==> src/rtl/im_loader_pkg.sv <==
// Shared definitions for the instruction-memory boot loader: FSM states,
// default geometry, and the word-index to byte-address mapping.
package im_loader_pkg;

    typedef enum logic [2:0] {
        ST_IDLE,
        ST_LEN,
        ST_LOAD,
        ST_WRITE,
        ST_CHK,
        ST_DONE,
        ST_ERR
    } ld_state_e;

    localparam int unsigned IM_DEPTH_DEF = 32;
    localparam logic [31:0] BASE_ADS_DEF = 32'h0000_0004;

    // Word k of the image lands at the PC value that fetches it.
    function automatic logic [31:0] word_ads(input logic [31:0] base, input logic [5:0] idx);
        return base + {24'd0, idx, 2'b00};
    endfunction

endpackage

==> src/rtl/im_loader_if.sv <==
// Byte-stream handshake plus instruction-memory write port, bundled so the
// loader sits between a stream source and the IM with a single port.
interface im_loader_if;
    logic [7:0]  byte_in;
    logic        byte_valid;
    logic        byte_ready;
    logic        im_wr_en;
    logic [31:0] im_wr_ads;
    logic [31:0] im_wr_data;

    modport slave (
        input  byte_in, byte_valid,
        output byte_ready, im_wr_en, im_wr_ads, im_wr_data
    );

    modport master (
        output byte_in, byte_valid,
        input  byte_ready, im_wr_en, im_wr_ads, im_wr_data
    );
endinterface

==> src/rtl/im_word_assembler.sv <==
// Collects four bytes, LSB first, into a 32-bit word; word_full pulses for
// the single cycle after the fourth byte lands.
module im_word_assembler (
    input  logic        clk,
    input  logic        rst_n,
    input  logic        clear,
    input  logic        shift_en,
    input  logic [7:0]  byte_in,
    output logic [31:0] word,
    output logic        last_lane,
    output logic        word_full
);

    logic [1:0] idx_reg;
    logic       full_reg;

    always_ff @(posedge clk or negedge rst_n) begin
        if (!rst_n) begin
            idx_reg  <= 2'd0;
            full_reg <= 1'b0;
        end else if (clear) begin
            idx_reg  <= 2'd0;
            full_reg <= 1'b0;
        end else begin
            // Index wraps to 0 naturally after the fourth byte.
            if (shift_en)
                idx_reg <= idx_reg + 2'd1;
            full_reg <= shift_en && (idx_reg == 2'd3);
        end
    end

    genvar gi;
    generate
        for (gi = 0; gi < 4; gi++) begin : g_lane
            logic [7:0] lane_reg;
            always_ff @(posedge clk or negedge rst_n) begin
                if (!rst_n)
                    lane_reg <= 8'd0;
                else if (clear)
                    lane_reg <= 8'd0;
                else if (shift_en && (idx_reg == 2'(gi)))
                    lane_reg <= byte_in;
            end
            assign word[8*gi +: 8] = lane_reg;
        end
    endgenerate

    assign last_lane = (idx_reg == 2'd3);
    assign word_full = full_reg;

endmodule

==> src/rtl/im_loader.sv <==
// Boot-time instruction-memory writer: length header, LE word assembly,
// XOR checksum, and CPU hold until a verified image is in place.
module im_loader
    import im_loader_pkg::*;
#(
    parameter logic [31:0] BASE_ADS = BASE_ADS_DEF,
    parameter int unsigned IM_DEPTH = IM_DEPTH_DEF
) (
    input  logic              clk,
    input  logic              rst_n,
    input  logic              start,
    im_loader_if.slave        bus,
    output logic [5:0]        word_cnt,
    output logic              busy,
    output logic              done,
    output logic              err,
    output logic              cpu_hold
);

    ld_state_e   state_reg, state_next;
    logic [5:0]  n_reg;
    logic [5:0]  word_cnt_reg;
    logic [7:0]  chk_reg;
    logic [31:0] ads_reg;

    logic        accept;
    logic        len_bad;
    logic        enter_len;
    logic        load_byte;
    logic        last_lane;
    logic        word_full;
    logic [31:0] word;

    // Ready comes from the state register alone, never from byte_valid.
    assign bus.byte_ready = (state_reg == ST_LEN) || (state_reg == ST_LOAD) || (state_reg == ST_CHK);
    assign accept         = bus.byte_valid && bus.byte_ready;
    assign len_bad        = (bus.byte_in == 8'd0) || (32'(bus.byte_in) > IM_DEPTH);

    always_comb begin
        state_next = state_reg;
        enter_len  = 1'b0;
        load_byte  = 1'b0;
        case (state_reg)
            ST_IDLE, ST_DONE, ST_ERR: begin
                if (start) begin
                    state_next = ST_LEN;
                    enter_len  = 1'b1;
                end
            end
            ST_LEN: begin
                if (accept)
                    state_next = len_bad ? ST_ERR : ST_LOAD;
            end
            ST_LOAD: begin
                if (accept) begin
                    load_byte = 1'b1;
                    if (last_lane)
                        state_next = ST_WRITE;
                end
            end
            ST_WRITE: begin
                state_next = (word_cnt_reg + 6'd1 == n_reg) ? ST_CHK : ST_LOAD;
            end
            ST_CHK: begin
                if (accept)
                    state_next = (bus.byte_in == chk_reg) ? ST_DONE : ST_ERR;
            end
            default: state_next = ST_IDLE;
        endcase
    end

    always_ff @(posedge clk or negedge rst_n) begin
        if (!rst_n)
            state_reg <= ST_IDLE;
        else
            state_reg <= state_next;
    end

    always_ff @(posedge clk or negedge rst_n) begin
        if (!rst_n) begin
            n_reg        <= 6'd0;
            word_cnt_reg <= 6'd0;
            chk_reg      <= 8'd0;
            ads_reg      <= 32'd0;
        end else begin
            if (enter_len) begin
                word_cnt_reg <= 6'd0;
                chk_reg      <= 8'd0;
            end
            if ((state_reg == ST_LEN) && accept && !len_bad)
                n_reg <= bus.byte_in[5:0];
            if (load_byte)
                chk_reg <= chk_reg ^ bus.byte_in;
            // Address is captured with the completing byte so it is stable in WRITE.
            if (load_byte && last_lane)
                ads_reg <= word_ads(BASE_ADS, word_cnt_reg);
            if (state_reg == ST_WRITE)
                word_cnt_reg <= word_cnt_reg + 6'd1;
        end
    end

    im_word_assembler u_asm (
        .clk       (clk),
        .rst_n     (rst_n),
        .clear     (enter_len),
        .shift_en  (load_byte),
        .byte_in   (bus.byte_in),
        .word      (word),
        .last_lane (last_lane),
        .word_full (word_full)
    );

    assign bus.im_wr_en   = word_full;
    assign bus.im_wr_ads  = ads_reg;
    assign bus.im_wr_data = word;

    assign word_cnt = word_cnt_reg;
    assign busy     = (state_reg == ST_LEN) || (state_reg == ST_LOAD) ||
                      (state_reg == ST_WRITE) || (state_reg == ST_CHK);
    assign done     = (state_reg == ST_DONE);
    assign err      = (state_reg == ST_ERR);
    assign cpu_hold = (state_reg != ST_DONE);

endmodule
==> src/flat_wrapper.sv <==
// flat-port wrapper written by rule: the top's interface ports become plain ports
module im_loader_flat import im_loader_pkg::*;
#(
    parameter logic [31:0] BASE_ADS = BASE_ADS_DEF,
    parameter int unsigned IM_DEPTH = IM_DEPTH_DEF
)
  (clk, rst_n, start, word_cnt, busy, done, err, cpu_hold, bus_byte_in, bus_byte_valid, bus_byte_ready, bus_im_wr_en, bus_im_wr_ads, bus_im_wr_data);
  im_loader_if bus_i ();
  input  logic clk;
  input  logic rst_n;
  input  logic start;
  output logic [5:0] word_cnt;
  output logic busy;
  output logic done;
  output logic err;
  output logic cpu_hold;
  input wire logic [$bits(bus_i.byte_in)-1:0] bus_byte_in;
  input wire logic [$bits(bus_i.byte_valid)-1:0] bus_byte_valid;
  output wire logic [$bits(bus_i.byte_ready)-1:0] bus_byte_ready;
  output wire logic [$bits(bus_i.im_wr_en)-1:0] bus_im_wr_en;
  output wire logic [$bits(bus_i.im_wr_ads)-1:0] bus_im_wr_ads;
  output wire logic [$bits(bus_i.im_wr_data)-1:0] bus_im_wr_data;
  assign bus_i.byte_in = bus_byte_in;
  assign bus_i.byte_valid = bus_byte_valid;
  assign bus_byte_ready = bus_i.byte_ready;
  assign bus_im_wr_en = bus_i.im_wr_en;
  assign bus_im_wr_ads = bus_i.im_wr_ads;
  assign bus_im_wr_data = bus_i.im_wr_data;
  im_loader #(.BASE_ADS(BASE_ADS), .IM_DEPTH(IM_DEPTH)) u_core (.clk(clk), .rst_n(rst_n), .start(start), .bus(bus_i), .word_cnt(word_cnt), .busy(busy), .done(done), .err(err), .cpu_hold(cpu_hold));
endmodule
==> config.mk <==
export PLATFORM = sky130hd
export DESIGN_NAME = im_loader_flat
export DESIGN_NICKNAME = d
export VERILOG_FILES = /design/src/rtl/im_loader_pkg.sv /design/src/rtl/im_loader_if.sv /design/src/rtl/im_word_assembler.sv /design/src/rtl/im_loader.sv /design/src/flat_wrapper.sv
export SDC_FILE = /design/constraint.sdc
export NUM_CORES = 1
export LEC_CHECK = 0
export ABC_AREA = 0
export CORE_ASPECT_RATIO = 1.2
export CORE_MARGIN = 10
export CORE_UTILIZATION = 49
export CTS_CLUSTER_DIAMETER = 80
export DETAILED_ROUTE_END_ITERATION = 10
export GPL_ROUTABILITY_DRIVEN = 0
export HOLD_SLACK_MARGIN = 0.08
export PLACE_DENSITY = 0.79
export SETUP_SLACK_MARGIN = 0.5
export SLEW_MARGIN = 20
export SYNTH_ARGS = -nofsm -noshare
export SYNTH_HDL_FRONTEND = slang
export SYNTH_SLANG_ARGS = --single-unit
==> constraint.sdc <==
create_clock -name clk -period 2.3 [get_ports clk]
set_input_delay 0.345 -clock clk [delete_from_list [all_inputs] [get_ports clk]]
set_output_delay 0.345 -clock clk [all_outputs]
set_load 0.03 [all_outputs]
# ---- Word-level counts from Yosys, hierarchy flattened
# Index checks and enable logic that the tools add are counted.
dict set report classes {
  addsub 3
  mul 0
  n_div 0
  magnitude_cmp 1
  n_eq_ne 17
  shift 0
  mux 28
  bitwise 1
  reduce_logical 24
}
# operator n
set ops {}
lappend ops {{8-bit 2-to-1 mux} 10}
lappend ops {{3-bit 2-to-1 mux} 7}
lappend ops {{3-bit one-hot mux with 5 select lines} 1}
lappend ops {{6-bit 2-to-1 mux} 2}
lappend ops {{2-bit nonzero test} 6}
lappend ops {{3-bit by 8-bit adder with 9-bit output (first input constant)} 1}
lappend ops {{3-bit == test (second input constant)} 3}
lappend ops {{8-bit == test} 1}
lappend ops {{8-bit by 6-bit greater-than comparator with 1-bit output (second input constant)} 1}
lappend ops {{8-bit zero test} 1}
lappend ops {{2-bit by 1-bit != test with 1-bit output (second input constant)} 4}
lappend ops {{8-bit XOR} 1}
lappend ops {{1-bit logical AND} 7}
lappend ops {{6-bit by 1-bit adder with 6-bit output (second input constant)} 1}
lappend ops {{3-bit by 2-bit == test with 1-bit output (second input constant)} 2}
lappend ops {{6-bit == test} 1}
lappend ops {{2-bit 2-to-1 mux} 3}
lappend ops {{1-bit logical OR} 5}
lappend ops {{1-bit 2-to-1 mux} 5}
lappend ops {{5-bit AND reduction} 1}
lappend ops {{2-bit == test (second input constant)} 2}
lappend ops {{3-bit by 1-bit == test with 1-bit output (second input constant)} 1}
lappend ops {{3-bit zero test} 1}
lappend ops {{3-bit != test (second input constant)} 1}
lappend ops {{6 further kinds} 6}
dict set report totals {
  reg_bits 90
  latch_bits 0
  mem_bits_rw 0
  romBits 0
  inputBits 12
  out_inout_bits 76
  wordCells 85
  memories 0
}

# ---- Logic depth before layout (Yosys ltp)
# Gate-level depths: netlist (run 1).
dict set report depth {
  depth_word 9
  depth_mapped 7
  ltp_nobuf 6
}

# ---- Hierarchy
# Synthesis (run 1) repeated with hierarchy kept, for this count alone.
dict set report unflattened {
  hier_cells 355
  area_unflattened_um2 3607.2
}
# mod instances cells_per_inst area_each_um2 seq_area_each_um2
set modules_own_cells {}
lappend modules_own_cells {im_loader 1 225 1994.4 750.7}
lappend modules_own_cells {im_word_assembler 1 130 1612.8 875.8}

# ---- Worst setup path before layout (run 1)
# No wires, ideal clock.
dict set report synth_path {
  path_type {register -> output}
  from {register u_core.state_reg[0]}
  to {output busy}
  arrival_time_ns 1.722
  t_required_ns 1.955
  path_slack_ns 0.233
  stages_incl_launch_ff 5
  n_path_buf 1
  path_cell_list {dfrtp_1 -> buf_2 -> xnor2_1 -> o21ai_0 -> nand2b_1}
}
dict set report synth_via {
  elab_chain_cells 4
  word_cells_on_any_way 7
  cone_classes {eq/ne (4); reduce/logical (3)}
}
# item line
set synth_rtl {}
lappend synth_rtl {{from (decl)} im_loader.sv:20} ;# ld_state_e state_reg, state_next;
lappend synth_rtl {{from (signal assigned)} im_loader.sv:76} ;# state_reg <= state_next;
lappend synth_rtl {{3-bit by 1-bit == test with 1-bit output or 3-bit by 2-bit == test with 1-bit output (tied branches)} im_loader.sv:118} ;# assign busy = (state_reg == ST_LEN) || (state_reg == ST_LOAD) ||
lappend synth_rtl {{1-bit logical OR (2 in a row)} im_loader.sv:118}
lappend synth_rtl {{1-bit logical OR (*)} im_loader.sv:119} ;# (state_reg == ST_WRITE) || (state_reg == ST_CHK);
lappend synth_rtl {{to (decl)} flat_wrapper.sv:13} ;# output logic busy;
# Every way passes the cells marked *; elsewhere a longest branch is shown, timed or not.

# ---- Worst setup path after layout (run 1)
dict set report layout_path {
  from {register u_core.state_reg[0]}
  to {register u_core.u_asm.g_lane[2].lane_reg[4]}
}
dict set report layout_via {
  elab_chain_cells 8
  word_cells_on_any_way 16
  cone_classes {eq/ne (5); mux (4); reduce/logical (7)}
}
# item line
set layout_rtl {}
lappend layout_rtl {{3-bit by 1-bit == test with 1-bit output or 3-bit by 2-bit == test with 1-bit output (tied branches)} {im_loader.sv:35, im_loader.sv:43}}
lappend layout_rtl {{1-bit logical OR (2 in a row)} im_loader.sv:35} ;# assign bus.byte_ready = (state_reg == ST_LEN) || (state_reg == ST_LOAD) || (state_reg == ST_CHK);
lappend layout_rtl {{1-bit logical AND} im_loader.sv:36} ;# assign accept = bus.byte_valid && bus.byte_ready;
lappend layout_rtl {{1-bit 2-to-1 mux} im_loader.sv:55} ;# if (accept) begin
lappend layout_rtl {{1-bit 2-to-1 mux} im_loader.sv:43} ;# case (state_reg)
lappend layout_rtl {{1-bit logical AND} im_word_assembler.sv:41} ;# else if (shift_en && (idx_reg == 2'(gi)))
lappend layout_rtl {{2-bit nonzero test (no source line)} --}
lappend layout_rtl {{to (signal assigned)} im_word_assembler.sv:42} ;# lane_reg <= byte_in;
lappend layout_rtl {{to (decl)} im_word_assembler.sv:35} ;# logic [7:0] lane_reg;
# Several ways; a longest one is shown, not always the timed one.
# A chain may end at the register's enable or synchronous reset.

==> results of run 1 <==
[layout by cell type (no fill, tap or decap), types with 12 or more instances in the layout]
cell,n
mux2_4,19
clkdlybuf4s50_1,42
conb_1,25
nand2_1,43
mux2_2,12
dfrtp_1,60
buf_4,37
nor2_1,12
o21ai_0,32
xor2_1,12
[critical path, cell delays in order (launching register included)]
cell	delay, ps
dfrtp_2	480
or3_4	420
o21ai_4	100
nand2_4	150
buf_8	160
and2_4	170
mux2_2	260
[report_power, final]
part / total [W] / leakage [nW] / switching [W] / internal (W)
Combinational: 0.00350 / 1.32 / 0.00183 / 0.00167
Sequential: 0.00190 / 0.841 / 0.000342 / 0.00156
Clock: 0.00109 / 0.106 / 0.000479 / 0.000609
[final cells by class]
cell class | count | area, sq um
Clock buffer | 9 | 123.9
Sequential cell | 65 | 1633
Multi-Input combinational cell | 241 | 1763
Clock inverter | 7 | 93.84
Fill cell | 452 | 1800
Timing Repair Buffer | 104 | 973.4
Inverter | 7 | 32.53
Tap cell | 85 | 106.4
[timing repair]
| item | CTS | global route |
|---|---|---|
| setup endpoints to repair | 61 | 60 |
| buffers inserted | 15 | 4 |
| gates resized for setup | 84 | 42 |
| gates cloned | 1 | 0 |
| pin swaps | 11 | 9 |
| hold buffers | 1 | 0 |
| hold endpoints to repair | 20 | 0 |
[synth_stat cells, types with 2 or more instances]
library cell  instances  area (sq um)
xnor2_1               7         61.31
or3_1                 2         12.51
buf_4                25         187.7
o221ai_1              2         17.52
ha_1                  5         62.56
mux2i_1               2         20.02
nand2b_1              2         12.51
nand3_1              12         60.06
clkbuf_1              7         26.28
nor2_1               15         56.30
a21oi_1              10         50.05
nor4_1                2         12.51
xor2_1               12         105.1
nor3_1                4         20.02
o31ai_1               4         30.03
mux2_2               31         349.1
inv_1                 6         22.52
nand2_1              49         183.9
o21ai_0              34         170.2
dfrtp_1              65          1627
and2_1                9         56.30
[per-layer routing]
layer | vias to the layer above | share of wire
met5 | - | 0.0014
met3 | 27 | 0.093
li1 | 1263 | -
met4 | 2 | 0.024
met2 | 112 | 0.51
met1 | 1356 | 0.37
[through the flow]
stage / utilization / setup TNS, ps / power [W] / hold slack (ps)
3_3_place_gp: 0.6237 / -784.4 / 0.004623 / 346.1
5_1_grt: 0.7241 / 0 / 0.006821 / 376.8
3_5_place_dp: 0.6237 / -1114 / 0.004717 / 344.3
4_1_cts: 0.6967 / 0 / 0.006232 / 365.0
6_report: 0.7241 / 0 / 0.006491 / 380.5
2_1_floorplan: - / 0 / 0.003708 / 49.41
[logic make-up after synthesis]
kind of cell	Yosys count
other	1
AO/OA/AOI/OAI	56
multiplexers	33
adder cells (fa/ha/maj)	5
buffers and inverters	44
AND/OR/NAND/NOR	102
flip-flops	65
XOR/XNOR	20
[final timing paths]
path / cells after the start / start / slack (ps) / end
min reg2reg: 2 / u_core.bus.im_wr_ads[7]$_DFFE_PN0P_ / 490 / u_core.bus.im_wr_ads[7]$_DFFE_PN0P_
max in group asynchronous: 3 / rst_n / 1170 / u_core.u_asm.g_lane[0].lane_reg[1]$_DFFE_PN0P_
max reg2reg: 6 / u_core.state_reg[0]$_DFFE_PN0P_ / 450 / u_core.u_asm.g_lane[2].lane_reg[4]$_DFFE_PN0P_
min: 4 / bus_byte_in[2] / 380 / u_core.u_asm.g_lane[3].lane_reg[2]$_DFFE_PN0P_
min in group asynchronous: 2 / rst_n / 500 / u_core.bus.im_wr_ads[7]$_DFFE_PN0P_
max: 6 / u_core.state_reg[0]$_DFFE_PN0P_ / 450 / u_core.u_asm.g_lane[2].lane_reg[4]$_DFFE_PN0P_
==> reports/qor.csv, run 1 <==
stage,metric,value,unit
status,outcome,completed,
worst_setup_path,Crit Path Category,reg2reg,
worst_setup_path,worst-path maximum fanout,6,
worst_setup_path,CP startpoint kind,register,
synthesis,Post-synth EDFFs,0,
worst_setup_path,critical path arrival,2080,ps
global_route,number of global-route vias before repair,2909,
synthesis,Avg Inst Size Synth,10.28,sq um
final_layout,share of post-route cells with drive strength above 1,0.3279,
timing,Slew @ Worst Pin,531.6,ps
clock_network,clock sinks,65,
drt,vias post-DR,2760,
drt,drt wl/cell,18.14,um
global_route,initial antenna violation count,1,
floorplan,# IOs,88,
clock_network,clk_lat worst skew,350,ps
timing,Worst Slack Setup Final,454.7,ps
drt,DRT Wirelength,9398,um
global_route,met2 Use GR,0.2869,
placed_design,DP Cell Count,481,
floorplan,die area,10560,sq um
clock_network,H-Tree Level Count,3,
power,Pleak,2.271,nW
timing,Final Skew,5.825,ps
final_layout,"Non-Filler Cell Area, Final",4726,sq um
global_route,global-route track usage on met1,0.1892,
synthesis,YS warnings,0,
synthesis,simple-gate share of the synthesized area,0.1422,
synthesis,Async SR Flop Fraction,1.000,
floorplan,initial core utilization,0.5136,
drt,DRC,0,
timing,RSZ-0062 raised after global routing,yes,
worst_setup_path,CP Capture Type,register,
hold_path,Hold/Removal Path Class,in2reg,
drt,DR vias/cell,5.328,
final_layout,Largest register FFs,32,
synthesis,top_reg_cell synth,dfrtp_1,
drt,initial drt markers,150,
power,maximum vdd ir drop,0.001004,V
timing,relative slew slack,0.6456,
clock_network,CTS Buffer Depth,2,
placed_design,Port Buffers,62,
synthesis,largest family of logic cells by synthesized area,simple AND/OR/NAND/NOR gates,
synthesis,adder-cell share of the synthesized area,0.01866,
job,max-cap viol count,0,
synthesis,Yosys reg bits,65,
global_route,busiest grt layer,met2,
power,pwr dens,1373,nW/um^2
clock_network,TritonCTS clock tree,yes,
timing,Setup-failing EPs final,0,
synthesis,Synth Area in Compound Gates,0.09481,
timing,fin crit share,0.8023,
synthesis,Syn Inst Count,326,
final_layout,fin nets,445,
placed_design,dpl ws,-196.5,ps
synthesis,mux cell area share after synthesis,0.1101,
final_layout,Syn-to-layout area delta,40.99,%
synthesis,Synth Area in XOR/XNOR,0.05636,
global_route,global-route wire length before repair,14480,um
global_route,met3 Usage GRT,0.06901,
clock_network,clock root buffer,clkbuf_8,
timing,pins over their slew limit,0,
global_route,largest net degree at the start of global routing,30,
floorplan,row count,32,
floorplan,Die X-Extent,95.50,um
placed_design,Placed Area,4070,sq um
drt,post-route ant nets,0,
global_route,GR Util All Layers,0.1723,
final_layout,diode count,0,
global_route,GRT Residual Overflow,0,
timing,Max Clock Freq,541.9,MHz
clock_network,CTS Buf Count,9,
synthesis,unique cell type count in the Yosys netlist,42,
clock_network,Worst-path clk slew,80,ps
worst_setup_path,CP required,2540,ps
placed_design,DP Wirelength,6172,um
synthesis,synthesized cell area,3352,sq um
floorplan,Die Y,110.6,um
floorplan,Core Box Area,6526,sq um
drt,DR pass1 iterations,5,
timing,final hold violations,0,
final_layout,post-route insts no fill,518,
timing,crit path time final,1845,ps
synthesis,sequential element share of the synthesized area,0.4853,
Power figures use the tool's default switching activity.
==> inputs of run 2 (changes only) <==
==> constraint.sdc (replaced) <==
create_clock -name clk -period 1.9 [get_ports clk]
set_input_delay 0.285 -clock clk [delete_from_list [all_inputs] [get_ports clk]]
set_output_delay 0.285 -clock clk [all_outputs]
set_load 0.03 [all_outputs]
==> reports/qor.csv, run 2 (synthesized netlist as in run 1, its figures left out) <==
stage,metric,value,unit,change
worst_setup_path,worst-path maximum fanout,4,,was 6
timing,setup TNS,0,ps,unchanged
worst_setup_path,CP Capture Type,primary output,,was register
drt,DRT Wirelength,11210,um,was 9398 um
timing,fin crit share,0.9584,,
timing,Final Skew,7.257,ps,was 5.825 ps
worst_setup_path,"slowest stage delay, CP",460,ps,was 480 ps
placed_design,Placed Area,4420,sq um,was 4070 sq um
worst_setup_path,crit path cell chain,xnor2_2 -> buf_4 -> o21ai_4 -> nand2b_4 -> buf_12,,was or3_4 -> o21ai_4 -> nand2_4 -> buf_8 -> and2_4 -> mux2_2
global_route,GR Util All Layers,0.1844,,was 0.1723
worst_setup_path,Crit Reg-Reg Startpoint,u_core.state_reg[2]$_DFFE_PN0P_,,was u_core.state_reg[0]$_DFFE_PN0P_
global_route,global-route wire length before repair,15640,um,"was 14,480 um"
drt,drt wl/cell,20.91,um,was 18.14 um
final_layout,share of post-route cells with drive strength above 1,0.5499,,was 0.3279
floorplan,initial core utilization,0.5136,,unchanged
clock_network,clk_lat worst skew,350,ps,about the same
final_layout,"commonest non-fill, non-tap cell in the layout",dfrtp_1,,unchanged
drt,DRC,0,,unchanged
clock_network,TritonCTS clock tree,yes,,unchanged
worst_setup_path,CP startpoint,u_core.state_reg[1]$_DFFE_PN0P_,,was u_core.state_reg[0]$_DFFE_PN0P_
final_layout,Largest register FFs,32,,unchanged
drt,vias post-DR,2980,,"was 2,760"
global_route,number of global-route vias before repair,2971,,"was 2,909"
power,pwr dens,1705,nW/um^2,was 1373 nW/um^2
final_layout,fin nets,463,,was 445
timing,RSZ-0062 raised after global routing,yes,,unchanged
worst_setup_path,CP startpoint kind,register,,unchanged
hold_path,Hold/Removal Path Class,in2reg,,unchanged
clock_network,clock sinks,65,,unchanged
drt,post-route ant nets,0,,unchanged
worst_setup_path,slowest CP cell,dfrtp_2,,unchanged
drt,DR vias/cell,5.560,,was 5.328
global_route,initial antenna violation count,0,,was 1
timing,crit path time final,1821,ps,
timing,relative slew slack,0.6432,,was 0.6456
job,max-cap viol count,0,,unchanged
floorplan,# IOs,88,,unchanged
final_layout,most frequent cells in the layout,"59 x dfrtp_1, 39 x buf_4, 27 x nand2_1",,"was 60 x dfrtp_1, 43 x nand2_1, 42 x clkdlybuf4s50_1"
timing,Max Clock Freq,549.1,MHz,
timing,Slew @ Worst Pin,535.2,ps,was 531.6 ps
drt,DR pass1 iterations,4,,was 5
placed_design,DP Wirelength,6477,um,was 6172 um
global_route,largest net degree at the start of global routing,42,,was 30
power,overall power,0.008972,W,was 0.006491 W
final_layout,Syn-to-layout area delta,56.96,%,was 40.99%
timing,final hold violations,0,,unchanged
power,maximum vdd ir drop,0.001050,V,was 0.001004 V
power,Pleak,2.515,nW,was 2.271 nW
clock_network,CTS Buffer Depth,2,,unchanged
floorplan,Core Box Area,6526,sq um,unchanged
floorplan,row count,32,,unchanged
final_layout,FILL cells,329,,was 452
status,outcome,completed,,unchanged
worst_setup_path,Crit Path Category,reg2out,,was reg2reg
worst_setup_path,critical path arrival,1540,ps,was 2080 ps
timing,Setup-failing EPs final,0,,unchanged
clock_network,H-Tree Level Count,3,,unchanged
hold_path,Hold Startpoint,bus_byte_in[2],,unchanged
final_layout,diode count,0,,unchanged
floorplan,Die Y,110.6,um,unchanged
clock_network,clock root buffer,clkbuf_8,,unchanged
placed_design,Port Buffers,62,,unchanged
final_layout,"Non-Filler Cell Area, Final",5261,sq um,was 4726 sq um
clock_network,CTS Buf Count,9,,unchanged
drt,initial drt markers,209,,was 150
global_route,GRT Residual Overflow,0,,unchanged
floorplan,Die X-Extent,95.50,um,unchanged
timing,pins over their slew limit,0,,unchanged
floorplan,die area,10560,sq um,unchanged
worst_setup_path,CP required,1620,ps,was 2540 ps
clock_network,Worst-path clk slew,80,ps,about the same
[run 2: cell types whose count changed in the layout (fill, tap and decap cells not counted), moves of 11 or more]
cell,before,now
nand2_4,4,15
buf_6,5,18
nand2_1,43,27
clkdlybuf4s15_1,0,11
o21ai_0,32,5
o21ai_2,0,16
clkdlybuf4s50_1,42,5
clkbuf_2,0,23
[run 2: area by class of cell]
cell class	count	area [sq um]	area share
Tap cell	85	106.4	0.02021
Clock inverter	7	125.1	0.02378
Clock buffer	9	123.9	0.02354
Sequential cell	65	1634	0.3106
Inverter	7	36.28	0.006897
Timing Repair Buffer	122	1080	0.2052
Multi-Input combinational cell	241	2156	0.4098
[run 2: power breakdown]
group / leakage, nW / internal (W) / switching [W]
registers: 0.838 / 0.00188 / 0.000451
logic: 1.55 / 0.00244 / 0.00270
clock network: 0.124 / 0.000886 / 0.000615
[run 2: metal layers]
metal,part of all wire,wire (um),vias up,global-route usage
met5,0,0,-,0
met1,0.40,4485,1470,0.2287
met2,0.50,5595,157,0.3023
met3,0.064,714,38,0.03789
li1,-,-,1315,-
met4,0.037,415,0,0.07164
[run 2: path summary, 6_finish.rpt]
path / to / slack (ps) / depth (start not counted)
min in group asynchronous: u_core.bus.im_wr_ads[8]$_DFFE_PN0P_ / 460 / 3
worst min-delay path: u_core.u_asm.g_lane[3].lane_reg[2]$_DFFE_PN0P_ / 340 / 4
max in group asynchronous: u_core.state_reg[1]$_DFFE_PN0P_ / 960 / 3
worst max register to register: u_core.u_asm.g_lane[0].lane_reg[0]$_DFFE_PN0P_ / 90 / 6
worst min register to register: u_core.chk_reg[3]$_DFFE_PN0P_ / 510 / 1
worst max-delay path: busy / 80 / 5
[run 2: repair_timing]
item,in CTS,in global routing
buffers inserted,23,6
endpoints found under the hold margin,65,0
hold buffers,1,0
resized for setup,180,106
cloned,1,0
pin swaps,44,32
setup endpoints to repair,114,100
[run 2: per-stage QoR]
step / cells / setup slack [ps] / hold WS, ps / utilization
2_1_floorplan: 350 / 56.95 / -10.59 / -
3_3_place_gp: 489 / -453.7 / 297.4 / 0.6773
3_5_place_dp: 489 / -519.3 / 300.9 / 0.6773
4_1_cts: 530 / 102.4 / 306.4 / 0.7719
5_1_grt: 536 / 17.44 / 362.1 / 0.8062
6_report: 536 / 78.97 / 340.8 / 0.8062
[run 2: critical path: cells and delay by family (launching register included)]
kind                   cells  cell delay, ps
flip-flops                 1             460
buffers and inverters      2             270
AND/OR/NAND/NOR            1             160
AO/OA/AOI/OAI              1             150
XOR/XNOR                   1             160
==> inputs of run 3 (changes only) <==
--- a/config.mk
+++ b/config.mk
@@ -7,7 +7,6 @@
 export LEC_CHECK = 0
 export ABC_AREA = 0
 export CORE_ASPECT_RATIO = 1.2
-export CORE_MARGIN = 10
 export CORE_UTILIZATION = 49
 export CTS_CLUSTER_DIAMETER = 80
 export DETAILED_ROUTE_END_ITERATION = 10
==> reports/qor.csv, run 3 (synthesized netlist as in run 1, its figures left out) <==
stage,metric,value,unit,change
placed_design,DP Wirelength,5660,um,was 6477 um
drt,post-route ant nets,0,,unchanged
floorplan,die area,7177,sq um,"was 10,560 sq um"
floorplan,Die Y,92.60,um,was 110.6 um
global_route,number of global-route vias before repair,2876,,"was 2,971"
global_route,initial antenna violation count,0,,unchanged
worst_setup_path,CP startpoint kind,register,,unchanged
floorplan,# IOs,88,,unchanged
drt,drt wl/cell,19.62,um,was 20.91 um
clock_network,H-Tree Level Count,3,,unchanged
timing,Final Skew,8.457,ps,was 7.257 ps
timing,Max Clock Freq,548.4,MHz,was 549.1 MHz
timing,Slew @ Worst Pin,505.8,ps,was 535.2 ps
final_layout,"commonest non-fill, non-tap cell in the layout",dfrtp_1,,unchanged
hold_path,Hold/Removal Path Class,in2reg,,unchanged
drt,initial drt markers,169,,was 209
power,Gate power share,0.567,,was 0.573
clock_network,TritonCTS clock tree,yes,,unchanged
timing,relative slew slack,0.6602,,was 0.6432
power,Pleak,2.456,nW,was 2.515 nW
global_route,global-route wire length before repair,14540,um,"was 15,640 um"
drt,DRC,0,,unchanged
final_layout,share of post-route cells with drive strength above 1,0.4889,,was 0.5499
timing,fin crit share,0.9597,,was 0.9584
final_layout,post-route insts no fill,535,,was 536
worst_setup_path,CP required,2130,ps,was 1620 ps
power,pwr dens,1644,nW/um^2,was 1705 nW/um^2
floorplan,Core Box Area,6526,sq um,unchanged
drt,DR pass1 iterations,4,,unchanged
power,power share of the clock group,0.154,,was 0.167
final_layout,"Non-Filler Cell Area, Final",5157,sq um,was 5261 sq um
timing,Setup-failing EPs final,0,,unchanged
power,Int Power,0.004911,W,was 0.005206 W
power,Sequential Power Share,0.279,,was 0.260
timing,final hold violations,0,,unchanged
drt,DRT Wirelength,10500,um,"was 11,210 um"
clock_network,clk_lat worst skew,340,ps,was 350 ps
clock_network,clock sinks,65,,unchanged
timing,RSZ-0062 raised after global routing,yes,,unchanged
placed_design,Placed Area,4423,sq um,was 4420 sq um
timing,pins over their slew limit,0,,unchanged
worst_setup_path,Crit Path Category,reg2reg,,was reg2out
clock_network,Worst-path clk slew,70,ps,was 80 ps
final_layout,diode count,0,,unchanged
floorplan,Die X-Extent,77.50,um,was 95.50 um
final_layout,most frequent cells in the layout,"55 x dfrtp_1, 40 x buf_4, 30 x nand2_1",,"was 59 x dfrtp_1, 39 x buf_4, 27 x nand2_1"
placed_design,DP Cell Count,489,,unchanged
global_route,GRT Residual Overflow,0,,unchanged
final_layout,Largest register FFs,32,,unchanged
timing,crit path time final,1823,ps,was 1821 ps
clock_network,clock root buffer,clkbuf_8,,unchanged
clock_network,CTS Buf Count,9,,unchanged
worst_setup_path,critical path arrival,2050,ps,was 1540 ps
job,max-cap viol count,0,,unchanged
clock_network,CTS Buffer Depth,2,,unchanged
worst_setup_path,worst-path maximum fanout,8,,was 4
power,reported net switching power,0.003569,W,was 0.003767 W
global_route,largest net degree at the start of global routing,66,,was 42
status,outcome,completed,,unchanged
final_layout,Syn-to-layout area delta,53.86,%,was 56.96%
global_route,GR Util All Layers,0.2712,,was 0.1844
floorplan,row count,32,,unchanged
power,maximum vdd ir drop,0.0009927,V,was 0.001050 V
power,Switching Share,0.4209,,was 0.4198
floorplan,initial core utilization,0.5136,,unchanged
worst_setup_path,CP Capture Type,register,,was primary output
drt,vias post-DR,2960,,"was 2,980"
placed_design,Port Buffers,62,,unchanged
final_layout,fin nets,462,,was 463
drt,DR vias/cell,5.533,,was 5.560
==> run 3: cell types whose count changed in the layout (fill, tap and decap cells not counted), moves of 4 or more <==
cell / before / now
o21ai_1: 11 / 22
dlygate4sd2_1: 2 / 10
dfrtp_2: 6 / 10
clkdlybuf4s15_2: 7 / 3
nand2_2: 3 / 10
clkbuf_2: 23 / 13
dfrtp_1: 59 / 55
clkdlybuf4s15_1: 11 / 18
o21ai_2: 16 / 7
nand2_4: 15 / 4
==> run 3: stage by stage <==
stage               setup slack (ps)    util  hold slack (ps)  setup TNS (ps)  total power, W
floorplan                      56.95       -           -10.59               0        0.005054
global placement              -506.0  0.6777            319.3           -4935        0.006232
detailed placement            -579.0  0.6777            322.1           -5697        0.006367
CTS                            116.8  0.7527            283.2               0        0.007965
global route                   45.05  0.7903            318.2               0        0.008798
finish                         76.59  0.7903            308.9               0        0.008480
==> run 3: layout make-up <==
type,count,area [sq um]
Multi-Input combinational cell,241,2032
Sequential cell,65,1639
Fill cell,364,1369
Timing Repair Buffer,121,1122
Clock buffer,13,148.9
Tap cell,85,106.4
Clock inverter,3,65.06
Inverter,7,43.79
==> run 3: worst paths after layout <==
kind / from / endpoint / slack (ps) / cells after the start
worst max-delay path: u_core.state_reg[2]$_DFFE_PN0P_ / u_core.u_asm.g_lane[0].lane_reg[4]$_DFFE_PN0P_ / 80 / 7
min in group asynchronous: rst_n / u_core.bus.im_wr_ads[8]$_DFFE_PN0P_ / 480 / 3
worst min-delay path: bus_byte_in[3] / u_core.u_asm.g_lane[3].lane_reg[3]$_DFFE_PN0P_ / 310 / 4
worst max register to register: u_core.state_reg[2]$_DFFE_PN0P_ / u_core.u_asm.g_lane[0].lane_reg[4]$_DFFE_PN0P_ / 80 / 7
max in group asynchronous: rst_n / u_core.u_asm.idx_reg[0]$_DFFE_PN0P_ / 1120 / 3
worst min register to register: u_core.u_asm.g_lane[2].lane_reg[3]$_DFFE_PN0P_ / u_core.u_asm.g_lane[2].lane_reg[3]$_DFFE_PN0P_ / 510 / 1
==> run 3: what timing repair did <==
| item | 4_1_cts | 5_1_grt |
|---|---|---|
| endpoints found under the hold margin | 65 | 0 |
| gates resized for setup | 155 | 83 |
| hold buffers | 1 | 0 |
| cloned | 0 | 3 |
| setup buffers | 16 | 10 |
| endpoints found under the setup margin | 116 | 101 |
| pin swaps | 21 | 23 |
==> run 3: worst max-delay path, stage by stage, from the launching register on <==
cell and delay [ps]:
dfrtp_2 450, buf_6 130, nand2b_4 140, nor3b_4 300, buf_6 180, nand2_8 60
nand2_8 120, mux2_4 310
==> run 3: metal layers <==
layer  track usage  up-vias  wire [um]
met3       0.05320       43        484
li1              -     1299          -
met2        0.4742      136       5629
met4        0.1604        0        421
met5             0        -          0
met1        0.3048     1482       3960
==> run 3: power groups by stage <==
| stage | Combinational (W) | Clock [W] | Sequential (W) |
|---|---|---|---|
| after floorplan | 0.00226 | 0 | 0.00279 |
| after global placement | 0.00396 | 0 | 0.00227 |
| after detailed placement | 0.00406 | 0 | 0.00230 |
| after CTS | 0.00440 | 0.00128 | 0.00228 |
| after global routing | 0.00504 | 0.00136 | 0.00240 |
| final | 0.00481 | 0.00131 | 0.00237 |
